## config.mk

```make
export PLATFORM = sky130hd
export DESIGN_NAME = read_word_gather
export DESIGN_NICKNAME = d
export VERILOG_FILES = /design/src/rtl/read_word_gather.sv
export SDC_FILE = /design/constraint.sdc
export NUM_CORES = 1
export LEC_CHECK = 0
export CAP_MARGIN = 20
export CELL_PAD_IN_SITES_DETAIL_PLACEMENT = 1
export CELL_PAD_IN_SITES_GLOBAL_PLACEMENT = 1
export CORE_UTILIZATION = 25
export CTS_BUF_LIST = sky130_fd_sc_hd__clkbuf_16
export DETAILED_ROUTE_END_ITERATION = 16
export HOLD_SLACK_MARGIN = 0.05
export PLACE_DENSITY_LB_ADDON = 0.1
export SYNTH_ARGS = -nofsm -noshare
export SYNTH_HDL_FRONTEND = slang
export SYNTH_SLANG_ARGS = --single-unit
```

## constraint.sdc

```tcl
create_clock -name clk -period 4.23 [get_ports clk]
set_clock_uncertainty 0.1 [all_clocks]
set_input_delay 0.846 -clock clk [delete_from_list [all_inputs] [get_ports clk]]
set_output_delay 0.846 -clock clk [all_outputs]
set_load 0.02 [all_outputs]
```

## src/rtl/read_word_gather.sv

```systemverilog
// Gathers 1..BYTES consecutive bytes from a strobed byte memory and packs them into one word.
// Latency: len*(2+RD_LAT) cycles from the start edge to done; word and done update on the same edge.
// No backpressure: start restarts immediately, aborting any sequence in flight.
module read_word_gather #(
    parameter int DEPTH  = 256,
    parameter int BYTES  = 4,
    parameter int RD_LAT = 0,
    localparam int AW    = $clog2(DEPTH),
    localparam int NW    = $clog2(BYTES),
    localparam int WW    = 8 * BYTES
) (
    input  logic          clk,
    input  logic          reset_n,
    input  logic          start,
    input  logic [AW-1:0] addr,
    input  logic [NW-1:0] nbytes,
    input  logic          big_endian,
    output logic [WW-1:0] word,
    output logic          busy,
    output logic          done,
    input  logic [7:0]    rd_data,
    output logic [AW-1:0] rd_addr,
    output logic          rd_clock
);
    localparam int LW = NW + 1;
    localparam logic [1:0] LAT_M1 = (RD_LAT == 0) ? 2'd0 : 2'(RD_LAT - 1);

    typedef enum logic [1:0] {IDLE, SETUP, STROBE, WAIT} state_t;

    state_t        state_q, state_d;
    logic [AW-1:0] rd_addr_q, rd_addr_d;
    logic          rd_clock_q, rd_clock_d;
    logic [WW-1:0] word_q, word_d;
    logic          busy_q, busy_d;
    logic          done_q, done_d;
    logic [LW-1:0] k_q, k_d;
    logic [LW-1:0] len_q, len_d;
    logic          be_q, be_d;
    logic [1:0]    wcnt_q, wcnt_d;
    logic          capture;
    logic [LW-1:0] pos;

    always_comb begin
        state_d    = state_q;
        rd_addr_d  = rd_addr_q;
        word_d     = word_q;
        busy_d     = busy_q;
        done_d     = done_q;
        k_d        = k_q;
        len_d      = len_q;
        be_d       = be_q;
        wcnt_d     = wcnt_q;
        capture    = 1'b0;
        pos        = be_q ? (len_q - LW'(1) - k_q) : k_q;

        case (state_q)
            SETUP:  state_d = STROBE;
            STROBE: begin
                if (RD_LAT == 0) begin
                    capture = 1'b1;
                end else begin
                    state_d = WAIT;
                    wcnt_d  = 2'd0;
                end
            end
            WAIT: begin
                if (wcnt_q == LAT_M1) capture = 1'b1;
                else                  wcnt_d  = wcnt_q + 2'd1;
            end
            default: ;
        endcase

        if (capture) begin
            for (int i = 0; i < BYTES; i++) begin
                if (pos == LW'(i)) word_d[8*i +: 8] = rd_data;
            end
            rd_addr_d = rd_addr_q + AW'(1);
            k_d       = k_q + LW'(1);
            if (k_q + LW'(1) == len_q) begin
                state_d = IDLE;
                busy_d  = 1'b0;
                done_d  = 1'b1;
            end else begin
                state_d = SETUP;
            end
        end

        // A new request overrides whatever the sequencer decided this cycle.
        if (start) begin
            state_d   = SETUP;
            rd_addr_d = addr;
            word_d    = '0;
            busy_d    = 1'b1;
            done_d    = 1'b0;
            k_d       = '0;
            len_d     = (nbytes == '0) ? LW'(BYTES) : {1'b0, nbytes};
            be_d      = big_endian;
            wcnt_d    = 2'd0;
        end

        rd_clock_d = (state_d == STROBE);
    end

    always_ff @(posedge clk or negedge reset_n) begin
        if (!reset_n) begin
            state_q    <= IDLE;
            rd_addr_q  <= '0;
            rd_clock_q <= 1'b0;
            word_q     <= '0;
            busy_q     <= 1'b0;
            done_q     <= 1'b0;
            k_q        <= '0;
            len_q      <= '0;
            be_q       <= 1'b0;
            wcnt_q     <= 2'd0;
        end else begin
            state_q    <= state_d;
            rd_addr_q  <= rd_addr_d;
            rd_clock_q <= rd_clock_d;
            word_q     <= word_d;
            busy_q     <= busy_d;
            done_q     <= done_d;
            k_q        <= k_d;
            len_q      <= len_d;
            be_q       <= be_d;
            wcnt_q     <= wcnt_d;
        end
    end

    assign word     = word_q;
    assign busy     = busy_q;
    assign done     = done_q;
    assign rd_addr  = rd_addr_q;
    assign rd_clock = rd_clock_q;
endmodule

```

# Word-level counts from Yosys, hierarchy flattened
# Cells that the tools add are included.
dict set report op_classes {
  n_addsub 5
  n_eq_ne 9
  muxes 27
  n_reduce_logical 16
}
# op n
set op_table {}
lappend op_table {{2-to-1 mux 32 bit} 2}
lappend op_table {{2-to-1 mux 8 bit} 6}
lappend op_table {{nonzero test 2 bit} 7}
lappend op_table {{2-to-1 mux 2 bit} 6}
lappend op_table {{2-to-1 mux 3 bit} 4}
lappend op_table {{AND reduction 2 bit} 6}
lappend op_table {{adder 8 x 1 -> 8 bit, second input constant} 1}
lappend op_table {{2-to-1 mux 1 bit} 8}
lappend op_table {{== test 2 bit, second input constant} 3}
lappend op_table {{== test 3 x 2 -> 1 bit, second input constant} 2}
lappend op_table {{zero test 2 bit} 2}
lappend op_table {{adder 3 x 1 -> 3 bit, second input constant} 1}
lappend op_table {{== test 3 x 1 -> 1 bit, second input constant} 1}
lappend op_table {{== test 3 bit} 1}
lappend op_table {{zero test 3 bit} 1}
lappend op_table {{subtractor 3 x 1 -> 3 bit, second input constant} 1}
lappend op_table {{subtractor 3 bit} 1}
lappend op_table {{adder 2 x 1 -> 2 bit, second input constant} 1}
lappend op_table {{== test 2 x 1 -> 1 bit, second input constant} 1}
lappend op_table {{!= test 2 bit, second input constant} 1}
lappend op_table {{one-hot mux 1 bit (2 select lines)} 1}
dict set report totals {
  ff_bits 54
  input_bits 22
  elab_cells 70
}

# Longest topological paths before layout
# Gate-level depths: netlist of run 1.
dict set report logic_depth {
  depth_word 7
  ltp_mapped 8
}

# Least setup slack after synthesis of run 1
# No wires, ideal clock.
dict set report synth_path {
  kind {register to register}
  from {register k_q[0]}
  to {register word_q[0], in the netlist word[0]}
  setup_time_ns 0.079
  arrival_ns 2.162
  t_required_ns 4.051
  setup_slack_ns 1.888
  stages_incl_launch_ff 8
  n_path_buf 0
  cell_sequence {dfrtp_1 inv_1 ha_1 fa_1 xnor2_1 nand3_2 a211oi_4 mux2i_1}
}
dict set report synth_between {
  elab_chain_cells 5
}
# element line
set synth_lines {}
lappend synth_lines {{from (decl)} 36} ;# logic [LW-1:0] k_q, k_d;
lappend synth_lines {{from (signal assigned)} 123} ;# k_q <= k_d;
lappend synth_lines {{subtractor 3 bit} 54} ;# pos = be_q ? (len_q - LW'(1) - k_q) : k_q;
lappend synth_lines {{2-to-1 mux 3 bit (*)} 54}
lappend synth_lines {{zero test 3 bit (*)} 75} ;# if (pos == LW'(i)) word_d[8*i +: 8] = rd_data;
lappend synth_lines {{nonzero test 2 bit (no source line) (*)} n/a}
lappend synth_lines {{AND reduction 2 bit (no source line) (*)} n/a}
lappend synth_lines {{to (signal assigned)} 120} ;# word_q <= word_d;
lappend synth_lines {{to (decl)} 33} ;# logic [WW-1:0] word_q, word_d;
# Mark *: on every way between the ends. The rest lies on a longest branch, timed or not.
# A chain may end at the register's enable or synchronous reset.

# Final worst setup path of run 1
dict set report layout_path {
  from {register k_q[0]}
  to {register word_q[7], in the netlist word[7]}
}
# Same word-level chain as after synthesis.

==> results.cfg, run 1 <==
[worst_setup_path]
arrival_ns = 2.80
crit_type = reg2reg
required_ns = 4.34
end_kind = flip-flop
reg2reg_depth = 7
rrSetupSlack_ns = 1.55
crit_fanout = 8
r2r_start = k_q[0]
r2r-end = word[7]
cp-start-kind = flip-flop

[die]
ios = 65
die_h_um = 105.1
rows = 37
core-area_um2 = 10320
fp.dieW_um = 105.1
fp.dieArea_um2 = 11040
start_util_pct = 25.73

[detailed_routing]
ant_nets = 0
route.vias.total = 1905
wl_mm = 6.376
post_drt_wl_per_cell_um = 14.73
drt_iter0_markers = 35
via_per_inst = 4.400
route.detailed.drc = 0
drtPass1Iterations = 4

[sta]
tns_ns = 0
setup_viol = 0
hold_slack_ns = 0.3835
final_max_slew_viol_count = 0
worst_pin_slew_ns = 0.8793
layout_min_cycle_time_ns = 2.683
finalCritPeriodShare_pct = 63.43
rsz0062_at_grt = no
slew_headroom_pct = 41.38
hold_viol = 0
max_freq_mhz = 372.7

[cells_and_area]
diodes = 0
syn_to_final_growth_pct = 35.89
fillers = 1167
final_nets = 323
drive_gt1_share_pct = 8.081

[power]
power_density_nw_per_um2 = 356.0
clock_power_share_pct = 37.0
switching_share_pct = 26.89
p_seq_share_pct = 44.7
combinationalPowerShare_pct = 18.3
leakage_nw = 1.479
p_switching_mw = 0.3455
intPower_mw = 0.9395
ir_drop_mv = 0.1857

[placed_design]
globalplace.congestion = 0.6972
hpwl_mm = 4.420
port_buffers = 64

[synth]
synth.cell_area_um2 = 2656
yosys.area_share.simple_pct = 18.18
syn-num-nets = 261
synth_mux_area_share_pct = 14.13
yosysMostFrequentCell = dfrtp_1
yosys_warnings = 0
synth_edf_count = 0
syn_avg_cell_area_um2 = 11.35
yosys-top-cells-area = dfrtp_1, mux2i_1, nand2b_1
synth_top_area_cell = dfrtp_1
ys_seq_area_share_pct = 50.87
synth_seq_cells = 54
synth-xor-area-share_pct = 4.522
synthDistinctLibCells = 38
synth_top_cell_area_share_pct = 50.87
synthArstFlopShare_pct = 100.0
synth_top_family_by_area = simple AND/OR/NAND/NOR gates
synth_compound_area_share_pct = 6.877
synth_ff_type = dfrtp_1
synthCells = 234
synthAdderAreaFrac_pct = 2.638
synthTopCellsByCount = dfrtp_1, nand2b_1, mux2i_1

[clock_tree]
cts_setup_buffers = 0
cts_tree = built
cts.clk_slew.worst_paths_ns = 0.07
cts_resized = 0
cts-buffers-inserted = 5
cts-root-buf = clkbuf_16
ctsHoldBuffers = 0
clock_latency_ns = 0.29
cts_sinks = 54
cts_max_level = 2
cts_max_path_buffers = 2

[job]
max_cap_violations = 0

[global_routing]
gr-usage-met1_pct = 16.92
grtUsageMet3_pct = 2.495
grt_pass1_wl_mm = 10.81
antenna_found_initial = 0
busiest_layer = met2
grt.overflow.total = 0
grt_usage_pct = 12.32
grt_util_met2_pct = 19.96
grt_pass1_vias = 2048
grt_max_degree = 71

[worst_hold_path]
min_from = busy
hp-class = reg2reg
whs_path_depth = 1
holdPathEnd = busy

[outcome]
status = complete, no violations
-- worst max-delay path, stage by stage, from the launching register on --
cell	delay [ns]
dfrtp_1	0.41
inv_1	0.12
ha_1	0.23
fa_1	0.38
xnor2_1	0.23
nand3_2	0.22
a211oi_4	0.66
mux2i_1	0.25
-- stage by stage --
step           power, mW  instances  utilization, %  instance area [µm²]  worst slack, ns
6_report           1.285        433           34.97                 3610            1.547
3_3_place_gp      0.8220        424           33.10                 3417            1.614
3_5_place_dp      0.8234        424           33.10                 3417            1.523
4_1_cts            1.308        432           34.77                 3590            1.503
5_1_grt            1.354        433           34.97                 3610            1.351
2_1_floorplan     0.7167        234               -                 2656            1.888
-- metal layers --
| metal | vias up | part of all wire [%] |
|---|---|---|
| met4 | 0 | 0.36 |
| li1 | 918 | - |
| met3 | 2 | 4.3 |
| met1 | 935 | 49 |
| met2 | 50 | 46 |
| met5 | - | 0 |
-- logic make-up (layout without fill, tap and decap cells) --
group                    Yosys count  after routing
multiplexers                      37             37
buffers and inverters             18             81
AND/OR/NAND/NOR                   86             86
flip-flops                        54             54
AO/OA/AOI/OAI                     22             22
XOR/XNOR                          12             12
adder cells (fa/ha/maj)            5              5
-- sequential cells by signal, summed over array words and instances, names as in the netlist --
name	count
len_q	3
state_q	2
word	32
busy	1
be_q	1
wcnt_q	2
done	1
rd_clock	1
k_q	3
rd_addr	8
-- cell usage in the layout, fill, tap and decap left out, types with 2 or more instances in the layout --
master | synthesis | routed
clkdlybuf4s50_1 | 0 | 62
dfrtp_1 | 54 | 54
nand2b_1 | 42 | 42
mux2i_1 | 33 | 33
nand2_1 | 14 | 14
nand3_1 | 8 | 8
xor2_1 | 7 | 7
nor2_1 | 7 | 7
o21ai_0 | 7 | 7
inv_1 | 6 | 6
a21oi_1 | 5 | 5
clkbuf_16 | 0 | 5
xnor2_1 | 4 | 4
mux2_2 | 4 | 4
ha_1 | 4 | 4
nor3_1 | 3 | 3
a211oi_4 | 3 | 3
nand4_1 | 3 | 3
a21o_1 | 2 | 2
buf_2 | 2 | 2
-- worst max-delay path by stage --
stage | startpoint | end | slack, ns | cells after the start
4_1_cts | k_q[0] | word[7] | 1.50 | 7
5_1_grt | k_q[0] | word[10] | 1.35 | 7
3_5_place_dp | k_q[0] | word[7] | 1.52 | 7
3_3_place_gp | k_q[0] | word[20] | 1.61 | 7
6_report | k_q[0] | word[7] | 1.55 | 7
2_1_floorplan | k_q[0] | word[0] | 1.89 | 7
-- power groups by stage --
| stage | registers, mW | clock network, mW | logic [mW] |
|---|---|---|---|
| 2_1_floorplan | 0.601 | 0 | 0.115 |
| 3_3_place_gp | 0.585 | 0 | 0.237 |
| 3_5_place_dp | 0.585 | 0 | 0.238 |
| 4_1_cts | 0.576 | 0.494 | 0.239 |
| 5_1_grt | 0.580 | 0.516 | 0.257 |
| 6_report | 0.575 | 0.475 | 0.235 |
-- cell type report --
class / instances / area, µm² / area share [%]
clock buffers: 5 / 125.1 / 3.466
clock inverters: 3 / 47.55 / 1.317
inverters: 7 / 26.28 / 0.7279
multi-input cells: 162 / 1231 / 34.11
flip-flops and latches: 54 / 1351 / 37.44
well taps: 136 / 170.2 / 4.714
repair buffers: 66 / 658.1 / 18.23
Power figures use the tool's default switching activity.
==> run 2: changes to the inputs <==
==> constraint.sdc (replaced) <==
create_clock -name clk -period 2.5 [get_ports clk]
set_clock_uncertainty 0.1 [all_clocks]
set_input_delay 0.5 -clock clk [delete_from_list [all_inputs] [get_ports clk]]
set_output_delay 0.5 -clock clk [all_outputs]
set_load 0.02 [all_outputs]
==> results.cfg, run 2 (synthesis results as in run 1) <==
[sta]
tns_ns = 0
hold_viol = 0
final_max_slew_viol_count = 0
rsz0062_at_grt = yes
finalCritPeriodShare_pct = 95.67
slew_headroom_pct = 64.44
setup_viol = 0
max_freq_mhz = 418.1
layout_min_cycle_time_ns = 2.392
worst_pin_slew_ns = 0.5334

[clock_tree]
cts-buffers-inserted = 5
cts_max_path_buffers = 2
cts_tree = built
ctsHoldBuffers = 0
cts_sinks = 54
cts-root-buf = clkbuf_16
cts_max_level = 2
clock_latency_ns = 0.29
cts_setup_buffers = 0
cts.clk_slew.worst_paths_ns = 0.07

[cells_and_area]
syn_to_final_growth_pct = 40.37
final_nets = 331
layout_common_cells = clkdlybuf4s50_1, dfrtp_1, nand2b_1
design_area_um2 = 3729
diodes = 0
layout_commonest_cell = clkdlybuf4s50_1
drive_gt1_share_pct = 10.49
largest_register_ffs = 32
finalNonFillerCells = 441
utilization_pct = 36.12

[die]
die_h_um = 105.1
ios = 65
fp.dieW_um = 105.1
rows = 37
fp.dieArea_um2 = 11040
start_util_pct = 25.73
core-area_um2 = 10320

[placed_design]
placed_cell_area_um2 = 3547
port_buffers = 64
hpwl_mm = 4.576
globalplace.congestion = 0.7069
place_inst = 433

[worst_setup_path]
arrival_ns = 2.46
cp-start-kind = flip-flop
crit_fanout = 8
crit_type = reg2reg
required_ns = 2.57
end_kind = flip-flop

[detailed_routing]
post_drt_wl_per_cell_um = 14.88
drt_iter0_markers = 23
route.vias.total = 1924
route.detailed.drc = 0
via_per_inst = 4.363
drtPass1Iterations = 2
wl_mm = 6.560
ant_nets = 0

[job]
max_cap_violations = 0

[power]
ir_drop_mv = 0.2890
power_density_nw_per_um2 = 589.8
leakage_nw = 1.536

[worst_hold_path]
hp-class = in2async

[global_routing]
grt_usage_pct = 12.90
grt_pass1_wl_mm = 11.19
grt_pass1_vias = 2122
grt_max_degree = 36
antenna_found_initial = 0
grt.overflow.total = 0

[outcome]
status = complete, no violations
run 2: metal layers:
layer	wire [µm]	share of wire [%]	global-route usage, %	vias up
li1	-	-	-	931
met1	3115	47	16.80	934
met2	3007	46	21.29	53
met3	369	5.6	2.870	6
met4	68	1.0	3.924	0
met5	0	0	0	-
run 2: per-stage QoR:
stage	hold slack, ns	power, mW	setup slack, ns
2_1_floorplan	0.1044	1.213	0.1582
3_3_place_gp	0.3661	1.416	0.1238
3_5_place_dp	0.3691	1.419	0.07032
4_1_cts	0.1041	2.240	0.04568
5_1_grt	0.1212	2.307	-0.0005869
6_report	0.07646	2.199	0.1083
run 2: critical path, stage by stage, from the launching register on:
cell and delay, ns:
dfrtp_1 0.35, inv_1 0.08, ha_1 0.22, fa_1 0.41, xnor2_2 0.17, a21o_2 0.29
a221o_1 0.33, buf_4 0.19, mux2i_1 0.13
run 2: timing repair:
item | CTS | global route
endpoints found under the hold margin | 0 | 0
setup endpoints to repair | 0 | 32
resized for setup | 0 | 2
run 2: final cells by class:
type	count	area [µm²]
repair buffers	74	768.2
clock buffers	5	125.1
fillers	1143	6595
inverters	7	26.28
well taps	136	170.2
clock inverters	3	41.29
flip-flops and latches	54	1351
multi-input cells	162	1246
run 2: worst paths after layout:
| path | from | endpoint | slack (ns) | depth (start not counted) |
|---|---|---|---|---|
| max | k_q[0] | word[29] | 0.11 | 8 |
| min | reset_n | word[0] | 0.08 | 1 |
| max reg2reg | k_q[0] | word[29] | 0.11 | 8 |
| min reg2reg | busy | busy | 0.39 | 1 |
| max in group asynchronous | reset_n | wcnt_q[1] | 1.65 | 2 |
| min in group clk | busy | busy | 0.39 | 1 |
run 2: report_power, final:
part / total [mW] / internal, mW / switching, mW
clock: 0.798 / 0.470 / 0.328
combinational: 0.431 / 0.213 / 0.219
sequential: 0.970 / 0.921 / 0.0487
